$ cat src/rtl/qspi_pkg.sv
// qspi_pkg: opcodes, mode-byte match value, FSM states and defaults shared by the QSPI controller and responder
package qspi_pkg;
    localparam logic [7:0] CMD_FAST_READ_QUAD_IO = 8'hEB;
    localparam logic [1:0] MODE_CONT_MASK        = 2'b10;
    localparam int         DEFAULT_DUMMY_CYCLES  = 4;

    typedef enum logic [2:0] {IDLE, CMD, ADDR, MODE, DUMMY, DATA, IGNORE} state_t;
endpackage

$ cat src/rtl/spi_pin_sync.sv
// spi_pin_sync: 2-flop synchronisers for CS, SCK and data pins plus SCK/CS edge pulses
module spi_pin_sync #(
    parameter int WIDTH = 4
) (
    input  logic             clk,
    input  logic             rst_n,
    input  logic             cs_n_pin,
    input  logic             sck_pin,
    input  logic [WIDTH-1:0] data_pin,
    output logic             cs_n,
    output logic [WIDTH-1:0] data,
    output logic             sck_rise,
    output logic             sck_fall,
    output logic             cs_fall,
    output logic             cs_rise
);
    logic [1:0]       fill;
    logic [1:0]       cs_s;
    logic [1:0]       sck_s;
    logic             cs_d;
    logic             sck_d;
    logic [WIDTH-1:0] data_s;

    // two sync stages plus one history stage; edges are suppressed until the pipeline holds real pin samples
    always_ff @(posedge clk) begin
        if (!rst_n) begin
            fill   <= '0;
            cs_s   <= '1;
            sck_s  <= '0;
            cs_d   <= 1'b1;
            sck_d  <= 1'b0;
            data_s <= '0;
            data   <= '0;
        end else begin
            fill   <= fill + 2'(fill != 2'd3);
            cs_s   <= {cs_s[0], cs_n_pin};
            sck_s  <= {sck_s[0], sck_pin};
            cs_d   <= cs_s[1];
            sck_d  <= sck_s[1];
            data_s <= data_pin;
            data   <= data_s;
        end
    end

    // edge pulses on the synchronised levels
    always_comb begin
        cs_n     = cs_s[1];
        sck_rise = fill == 2'd3 && sck_s[1] && !sck_d;
        sck_fall = fill == 2'd3 && !sck_s[1] && sck_d;
        cs_fall  = fill == 2'd3 && !cs_s[1] && cs_d;
        cs_rise  = fill == 2'd3 && cs_s[1] && !cs_d;
    end
endmodule

$ cat src/rtl/qspi_flash_responder.sv
// qspi_flash_responder: quad-I/O NOR flash emulator answering 0xEB fast reads (with XIP) from a byte-wide memory
module qspi_flash_responder
    import qspi_pkg::*;
#(
    parameter int         ADDR_BITS      = 24,
    parameter int         DUMMY_CYCLES   = DEFAULT_DUMMY_CYCLES,
    parameter logic [7:0] CONT_MODE_BYTE = 8'hA0
) (
    input  logic                 clk,
    input  logic                 rst_n,
    input  logic                 spi_cs_n,
    input  logic                 spi_sck,
    input  logic [3:0]           spi_data_in,
    output logic [3:0]           spi_data_out,
    output logic [3:0]           spi_data_oe,
    output logic [ADDR_BITS-1:0] mem_addr,
    output logic                 mem_rd,
    input  logic [7:0]           mem_data,
    output logic                 cont_mode,
    output logic                 busy,
    output logic                 cmd_error
);
    state_t               state, state_nx;
    logic                 cs_n_s, sck_rise, sck_fall, cs_fall, cs_rise;
    logic [3:0]           d;
    logic [7:0]           cnt, limit, out_byte;
    logic [ADDR_BITS-1:0] sh;
    logic                 rd_pend, last, opcode_ok, byte_done;

    spi_pin_sync #(.WIDTH(4)) u_sync (
        .clk      (clk),
        .rst_n    (rst_n),
        .cs_n_pin (spi_cs_n),
        .sck_pin  (spi_sck),
        .data_pin (spi_data_in),
        .cs_n     (cs_n_s),
        .data     (d),
        .sck_rise (sck_rise),
        .sck_fall (sck_fall),
        .cs_fall  (cs_fall),
        .cs_rise  (cs_rise)
    );

    // phase length per state and the rise that closes the phase
    always_comb begin
        limit     = state == CMD ? 8'd7 : state == ADDR ? 8'(ADDR_BITS/4 - 1) : state == MODE ? 8'd1 : 8'(DUMMY_CYCLES - 1);
        last      = sck_rise && cnt == limit;
        opcode_ok = {sh[6:0], d[0]} == CMD_FAST_READ_QUAD_IO;
        byte_done = state == DATA && sck_rise && cnt[0];
    end

    // next state: CS rise always aborts, otherwise advance at the end of each phase
    always_comb begin
        state_nx = state;
        if (cs_rise)
            state_nx = IDLE;
        else if (state == IDLE)
            state_nx = cs_fall ? (cont_mode ? ADDR : CMD) : IDLE;
        else if (last)
            state_nx = state == CMD ? (opcode_ok ? ADDR : IGNORE) : state == ADDR ? MODE :
                       state == MODE ? DUMMY : state == DUMMY ? DATA : state;
    end

    // state register
    always_ff @(posedge clk) begin
        state <= !rst_n ? IDLE : state_nx;
    end

    // shift/count on SCK rise, prefetch one byte ahead, drive nibbles on SCK fall
    always_ff @(posedge clk) begin
        if (!rst_n) begin
            cnt          <= '0;
            sh           <= '0;
            out_byte     <= '0;
            rd_pend      <= 1'b0;
            spi_data_out <= '0;
            mem_addr     <= '0;
            mem_rd       <= 1'b0;
            cont_mode    <= 1'b0;
            cmd_error    <= 1'b0;
        end else begin
            cnt     <= state_nx != state ? 8'd0 : sck_rise ? cnt + 8'd1 : cnt;
            mem_rd  <= 1'b0;
            rd_pend <= mem_rd;
            if (rd_pend)
                out_byte <= mem_data;
            if (sck_rise)
                sh <= state == CMD ? {sh[ADDR_BITS-2:0], d[0]} : {sh[ADDR_BITS-5:0], d};
            if (state == CMD && last && !opcode_ok)
                cmd_error <= 1'b1;
            if (state == ADDR && last)
                mem_addr <= {sh[ADDR_BITS-5:0], d};
            if (state == MODE && last)
                cont_mode <= sh[1:0] == CONT_MODE_BYTE[5:4];
            if ((state == DUMMY && sck_rise && cnt == 8'd0) || byte_done)
                mem_rd <= 1'b1;
            if (byte_done)
                mem_addr <= mem_addr + ADDR_BITS'(1);
            if (state == DATA && sck_fall)
                spi_data_out <= cnt[0] ? out_byte[3:0] : out_byte[7:4];
            if (cs_rise)
                spi_data_out <= '0;
        end
    end

    // pad enables only in DATA; busy while selected and active
    always_comb begin
        spi_data_oe = state == DATA ? 4'hF : 4'h0;
        busy        = !cs_n_s && state != IDLE;
    end
endmodule

$ cat config.mk
export PLATFORM = sky130hd
export DESIGN_NAME = qspi_flash_responder
export DESIGN_NICKNAME = d
export VERILOG_FILES = /design/src/rtl/qspi_pkg.sv /design/src/rtl/spi_pin_sync.sv /design/src/rtl/qspi_flash_responder.sv
export SDC_FILE = /design/constraint.sdc
export NUM_CORES = 1
export LEC_CHECK = 0
export CAP_MARGIN = 10
export CELL_PAD_IN_SITES_DETAIL_PLACEMENT = 1
export CELL_PAD_IN_SITES_GLOBAL_PLACEMENT = 1
export CORE_UTILIZATION = 30
export CTS_CLUSTER_DIAMETER = 40
export CTS_CLUSTER_SIZE = 16
export DETAILED_ROUTE_END_ITERATION = 10
export GPL_TIMING_DRIVEN = 0
export PLACE_DENSITY_LB_ADDON = 0.25
export SETUP_SLACK_MARGIN = 0.4
export SLEW_MARGIN = 40
export SYNTH_ARGS = -nofsm -noshare
export SYNTH_HDL_FRONTEND = slang
export SYNTH_SLANG_ARGS = --single-unit
$ cat constraint.sdc
create_clock -name clk -period 3.22 [get_ports clk]
set_input_delay 0.644 -clock clk [delete_from_list [all_inputs] [get_ports clk]]
set_output_delay 0.644 -clock clk [all_outputs]
set_load 0.005 [all_outputs]
==> results of run 1 <==
[cell usage after synthesis, types with 4 or more instances]
| cell | instances |
|---|---|
| a31oi_1 | 6 |
| and2_1 | 16 |
| a21oi_1 | 21 |
| xnor2_1 | 4 |
| or3_1 | 5 |
| a211oi_1 | 28 |
| o21ai_1 | 6 |
| buf_2 | 9 |
| xor2_1 | 7 |
| nand2b_1 | 5 |
| o21ai_0 | 7 |
| and3_1 | 11 |
| nand2_1 | 28 |
| nor3_1 | 22 |
| dfxtp_1 | 87 |
| buf_4 | 6 |
| clkbuf_1 | 16 |
| nand4_1 | 7 |
| and4_1 | 5 |
| mux2i_1 | 34 |
| nand3_1 | 14 |
| inv_1 | 9 |
| nor2_1 | 64 |
[cells by family after synthesis]
logic type | Yosys count | synth area share
DFF | 87 | 0.425
and+or+nand+nor | 194 | 0.250
AOI/OAI and AO/OA | 87 | 0.144
xor gates and xnor gates | 11 | 0.0235
adders and majority gates | 5 | 0.0143
buffers and inverters | 42 | 0.0467
muxes | 38 | 0.0967
[metal layers]
metal / up-vias / share of wire
met5: - / 0
met4: 0 / 0.011
met3: 12 / 0.030
met2: 49 / 0.47
met1: 1790 / 0.49
li1: 1778 / -
[flip-flops by register name, indices dropped and copies added (netlist names), 2 cells and up]
register       flops
mem_addr          24
sh                20
cnt                8
out_byte           8
spi_data_out       4
u_sync.data        4
u_sync.data_s      4
state              3
u_sync.cs_s        2
u_sync.fill        2
u_sync.sck_s       2
[power groups by stage]
stage / logic [mW] / registers [mW] / clock network [mW]
floorplan: 0.0406 / 1.12 / 0
global placement: 0.0740 / 1.12 / 0
detailed placement: 0.0760 / 1.12 / 0
CTS: 0.0762 / 1.10 / 1.20
global route: 0.0826 / 1.10 / 1.24
finish: 0.0752 / 1.10 / 1.17
[layout make-up]
type	count	area share
Inverter	9	0.00656
Clock inverter	7	0.0199
Tap cell	176	0.0428
Sequential cell	87	0.338
Multi-Input combinational cell	335	0.421
Buffer	33	0.0306
Timing Repair Buffer	50	0.0972
Clock buffer	9	0.0437
[final timing paths]
path / slack (ns) / depth (start not counted) / to
max reg2reg: 0.89 / 7 / mem_addr[12]$_SDFFE_PN0P_
max: 0.65 / 5 / busy
min reg2reg: 0.41 / 1 / u_sync.cs_s[1]$_SDFF_PN1_
min: 0.41 / 1 / u_sync.cs_s[1]$_SDFF_PN1_
[through the flow]
| step | setup WS [ns] | instances | hold WS (ns) |
|---|---|---|---|
| after floorplan | 1.43 | 464 | 0.386 |
| after global placement | 0.878 | 690 | 0.391 |
| after detailed placement | 0.798 | 690 | 0.397 |
| after CTS | 0.639 | 706 | 0.417 |
| after global routing | 0.591 | 706 | 0.440 |
| final | 0.646 | 706 | 0.411 |
==> metrics.yaml, run 1 <==
crit_path_top_delay_cell: "clkdlybuf4s50_1"
grt_pass1_wl_um: 19700
synth-seq-cells: 87
placed_cell_area_um2: 4820
crit_buf_inv: 2
hold_path_class: "reg2reg"
initial_core_util: 0.308
grt-ovfl-total: 0
postCtsSetupRepairBufs: 0
clock-skew-final_ns: 0.00914
synth-edff-count: 0
layout_commonest_cell: "dfxtp_1"
switchingPower_uw: 528
finalCriticalPeriod_ns: 2.57
cp-startpoint: "state[1]$_SDFF_PN0_"
fp.dieH_um: 119
die_w_um: 119
crit_path_end_kind: "output port"
run_status: "complete, no violations"
hp-start: "u_sync.cs_s[0]$_SDFF_PN1_"
regArea_um2: 1740
p_int_mw: 1.81
slew_violations: 0
synth_top_area_share: 0.425
nets: 544
ctsResizeCount: 0
num_rows: 42
finalCritPeriodShare: 0.799
drt_iter0_drc: 168
maxCapViolations: 0
synth_area_leaders: "dfxtp_1, mux2i_1, nor2_1"
cts_tree: "yes"
avgRoutedWirePerCell_um: 17.0
clkLatencyLatePin_ns: 0.35
fill_cells: 1565
cpMostUsedCell: "nor2_1"
antennaDiodeCount: 0
swShare: 0.226
power_frac_seq: 0.470
port_buffers: 50
synth_area_um2: 4100
multi_input_area_um2: 2170
dp_hpwl_um: 8710
finalPower_mw: 2.34
gp_congestion: 0.759
clock-sinks: 87
ys_seq_area_frac: 0.425
ios: 52
finalInstanceArea_um2: 5150
firstDrtPassIters: 4
synthArstFlopShare: 0
synth_cell_types: 55
rsz0062_at_grt: "false"
syn-num-nets: 483
crit_path_max_fanout: 10
path_cells: "buf_4 > or2_1 > nor2_1 > nor2_1 > clkdlybuf4s50_1"
syn_inst: 464
drtAntennaViolNets: 0
netlist.top_cell.by_area: "dfxtp_1"
synthToLayoutAreaGrowth_pct: 25.6
routed_wl_um: 12000
clockBufferDepth: 2
irDropWorstVdd_v: 0.000272
critPathRequiredTime_ns: 2.58
crit_type: "reg2out"
crit_path_start_kind: "flop"
coreArea_um2: 13300
crit_arrival_ns: 1.93
cts-hold-fix-buffers: 0
combinationalPowerShare: 0.032
ys_warn_count: 0
dominantRegCellSynth: "dfxtp_1"
die_area_um2: 14100
clock.fmax_ghz: 0.388
grt_max_degree: 17
critPathTopFamily: "buffers and inverters"
root_buffer: "clkbuf_16"
track_usage: 0.179
dr_total_vias: 3629
hold_viol_final: 0
power_per_cell_area_nw_per_um2: 455
rr_startpoint: "mem_addr[0]$_SDFFE_PN0P_"
drc_errors: 0
path_clk_slew_ns: 0.07
cts_max_level: 3
finalSetupTns_ns: 0
cts_buffers: 9
pwr-share-clk: 0.498
relSlewSlack: 0.496
grt_util_met3: 0.0479
power_leakage_nw: 1.66
grt_use_met2: 0.294
top_usage_layer: "met2"
antenna_found_initial: 0
post_drt_via_cell_ratio: 5.14
syn-mean-instance-area_um2: 8.84
final_core_util: 0.387
worst_slew_pin_slew_ns: 0.750
use_met1: 0.231
finalSetupViolations: 0
max_stage_delay_ns: 0.44
final_cell_mix: "dfxtp_1, nor2_1, clkdlybuf4s50_1, mux2i_1"
grt_pass1_vias: 3777
drive_gt1_frac: 0.0811
(Power assumes the default switching activity.)
==> inputs of run 2 (changes only) <==
==> constraint.sdc (replaced) <==
create_clock -name clk -period 2.2 [get_ports clk]
set_input_delay 0.44 -clock clk [delete_from_list [all_inputs] [get_ports clk]]
set_output_delay 0.44 -clock clk [all_outputs]
set_load 0.005 [all_outputs]
==> run 2 against run 1 <==
Clock power grew 46%; sequential cell count is the same; worst hold slack lost 0.0018 ns; wire length grew 7.8%; sequential share of layout area shrank 3.1 points; critical path depth grew 4; first-iteration DRC count shrank 2.4%; sequential power grew 46%; largest cell class unchanged; largest power group unchanged.
==> metrics.yaml, run 2 (same netlist as run 1, synthesis figures left out) <==
finalSetupViolations: 0  # unchanged
clkLatencyLatePin_ns: 0.36  # about the same
clock-skew-final_ns: 0.0101  # +0.00101 ns
gp_congestion: 0.759  # unchanged
worst_slew_pin_slew_ns: 0.639  # -0.111 ns
slew_violations: 0  # unchanged
cts_max_level: 3  # unchanged
crit_path_end_kind: "flop"
grt_use_met2: 0.325  # +0.0311
critPathRequiredTime_ns: 2.44  # -0.14 ns
crit_arrival_ns: 2.18  # +0.25 ns
coreArea_um2: 13300  # unchanged
max_stage_delay_ns: 0.36  # -0.08 ns
use_met1: 0.240  # +0.00912
drt_iter0_drc: 164  # -2.4%
layout_commonest_cell: "dfxtp_1"
crit_path_top_delay_cell: "dfxtp_2"
ios: 52  # unchanged
dr_total_vias: 3793  # +4.5%
largest_register_ffs: 24  # unchanged
port_buffers: 50  # unchanged
grt_util_met3: 0.0479  # unchanged
antenna_found_initial: 0  # unchanged
clock-sinks: 87  # unchanged
cts_buffers: 9  # unchanged
path_cells: "and4b_1 > buf_6 > buf_6 > and4_4 > nand4_4 > maj3_2 > mux2i_4 > buf_12 > nor3_1"
grt-ovfl-total: 0  # unchanged
crit_path_max_fanout: 8  # -2
path_clk_slew_ns: 0.07  # about the same
clockBufferDepth: 2  # unchanged
clock.fmax_ghz: 0.516
power_per_cell_area_nw_per_um2: 597  # +31%
run_status: "complete, no violations"
die_w_um: 119  # unchanged
final_core_util: 0.433  # +0.0461
initial_core_util: 0.308  # unchanged
avgRoutedWirePerCell_um: 17.7  # +4.2%
power_leakage_nw: 1.96  # +18%
irDropWorstVdd_v: 0.000396  # +46%
drtAntennaViolNets: 0  # unchanged
relSlewSlack: 0.574  # +0.0776
post_drt_via_cell_ratio: 5.19  # +0.94%
top_regs: "mem_addr: 24 flops, sh: 20 flops"
grt_max_degree: 17  # unchanged
maxCapViolations: 0  # unchanged
cpMostUsedCell: "buf_6"
firstDrtPassIters: 4  # unchanged
track_usage: 0.191  # +0.0115
holdPathStages: 1  # unchanged
finalPower_mw: 3.44  # +47%
r2r_cells: 9  # +2
hold_viol_final: 0  # unchanged
rsz0062_at_grt: "true"
finalCriticalPeriod_ns: 1.94
regMostFlops: "mem_addr"
fp.dieH_um: 119  # unchanged
hold_path_class: "reg2reg"
routed_wl_um: 13000  # +7.8%
grt_pass1_wl_um: 20800  # +5.7%
final_cell_mix: "dfxtp_1, nor2_1, clkdlybuf4s50_1, mux2i_1, a211oi_1"
synthToLayoutAreaGrowth_pct: 40.5
crit_path_start_kind: "flop"
antennaDiodeCount: 0  # unchanged
finalSetupTns_ns: 0  # unchanged
die_area_um2: 14100  # unchanged
cts_tree: "yes"
num_rows: 42  # unchanged
root_buffer: "clkbuf_16"
dp_hpwl_um: 8710  # unchanged
grt_pass1_vias: 3893  # +3.1%
crit_type: "reg2reg"
nets: 569  # +4.6%
top_usage_layer: "met2"
finalCritPeriodShare: 0.880
drive_gt1_frac: 0.250  # +0.169
drc_errors: 0  # unchanged
run 2: final cells by class:
class | instances | area [um^2]
Multi-Input combinational cell | 335 | 2410
Sequential cell | 87 | 1770
Tap cell | 176 | 220
Buffer | 33 | 254
Clock buffer | 9 | 225
Fill cell | 1518 | 7530
Inverter | 9 | 33.8
Timing Repair Buffer | 75 | 741
Clock inverter | 7 | 103
run 2: what timing repair did:
| item | CTS | global route |
|---|---|---|
| cloned | 2 | 0 |
| setup buffers | 18 | 5 |
| gates resized for setup | 99 | 43 |
| hold buffers | 0 | 0 |
| endpoints found under the setup margin | 66 | 75 |
| pin swaps | 13 | 10 |
run 2: layer usage:
layer  routed length [um]  vias to the layer above
li1                     -                     1831
met1                 5990                     1899
met2                 6500                       53
met3                  333                       10
met4                  131                        0
met5                    0                        -
run 2: worst paths after layout:
| check | start | endpoint | slack [ns] |
|---|---|---|---|
| max | u_sync.sck_s[1]$_SDFF_PN0_ | cnt[6]$_SDFFE_PP0P_ | 0.26 |
| min | u_sync.cs_s[0]$_SDFF_PN1_ | u_sync.cs_s[1]$_SDFF_PN1_ | 0.41 |
| min reg2reg | u_sync.cs_s[0]$_SDFF_PN1_ | u_sync.cs_s[1]$_SDFF_PN1_ | 0.41 |
| max reg2reg | u_sync.sck_s[1]$_SDFF_PN0_ | cnt[6]$_SDFFE_PP0P_ | 0.26 |
run 2: through the flow:
step	cell area, um^2	hold slack (ns)	cells	setup WS [ns]
after floorplan	4100	0.386	464	0.408
after global placement	4820	0.391	690	0.00124
after detailed placement	4820	0.397	690	-0.0904
after CTS	5620	0.417	726	0.240
after global routing	5760	0.439	731	0.180
final	5760	0.409	731	0.263
run 2: where the power goes:
part	internal (mW)	switching (mW)
clock	1.01	0.694
combinational	0.0594	0.0685
sequential	1.59	0.0173
run 2: critical path, delay by kind of cell, from the launching register on:
family | cells | cell delay [ns]
simple gates | 4 | 0.58
flops | 1 | 0.36
fa+ha+maj | 1 | 0.33
buf+inv | 3 | 0.37
mux | 1 | 0.18
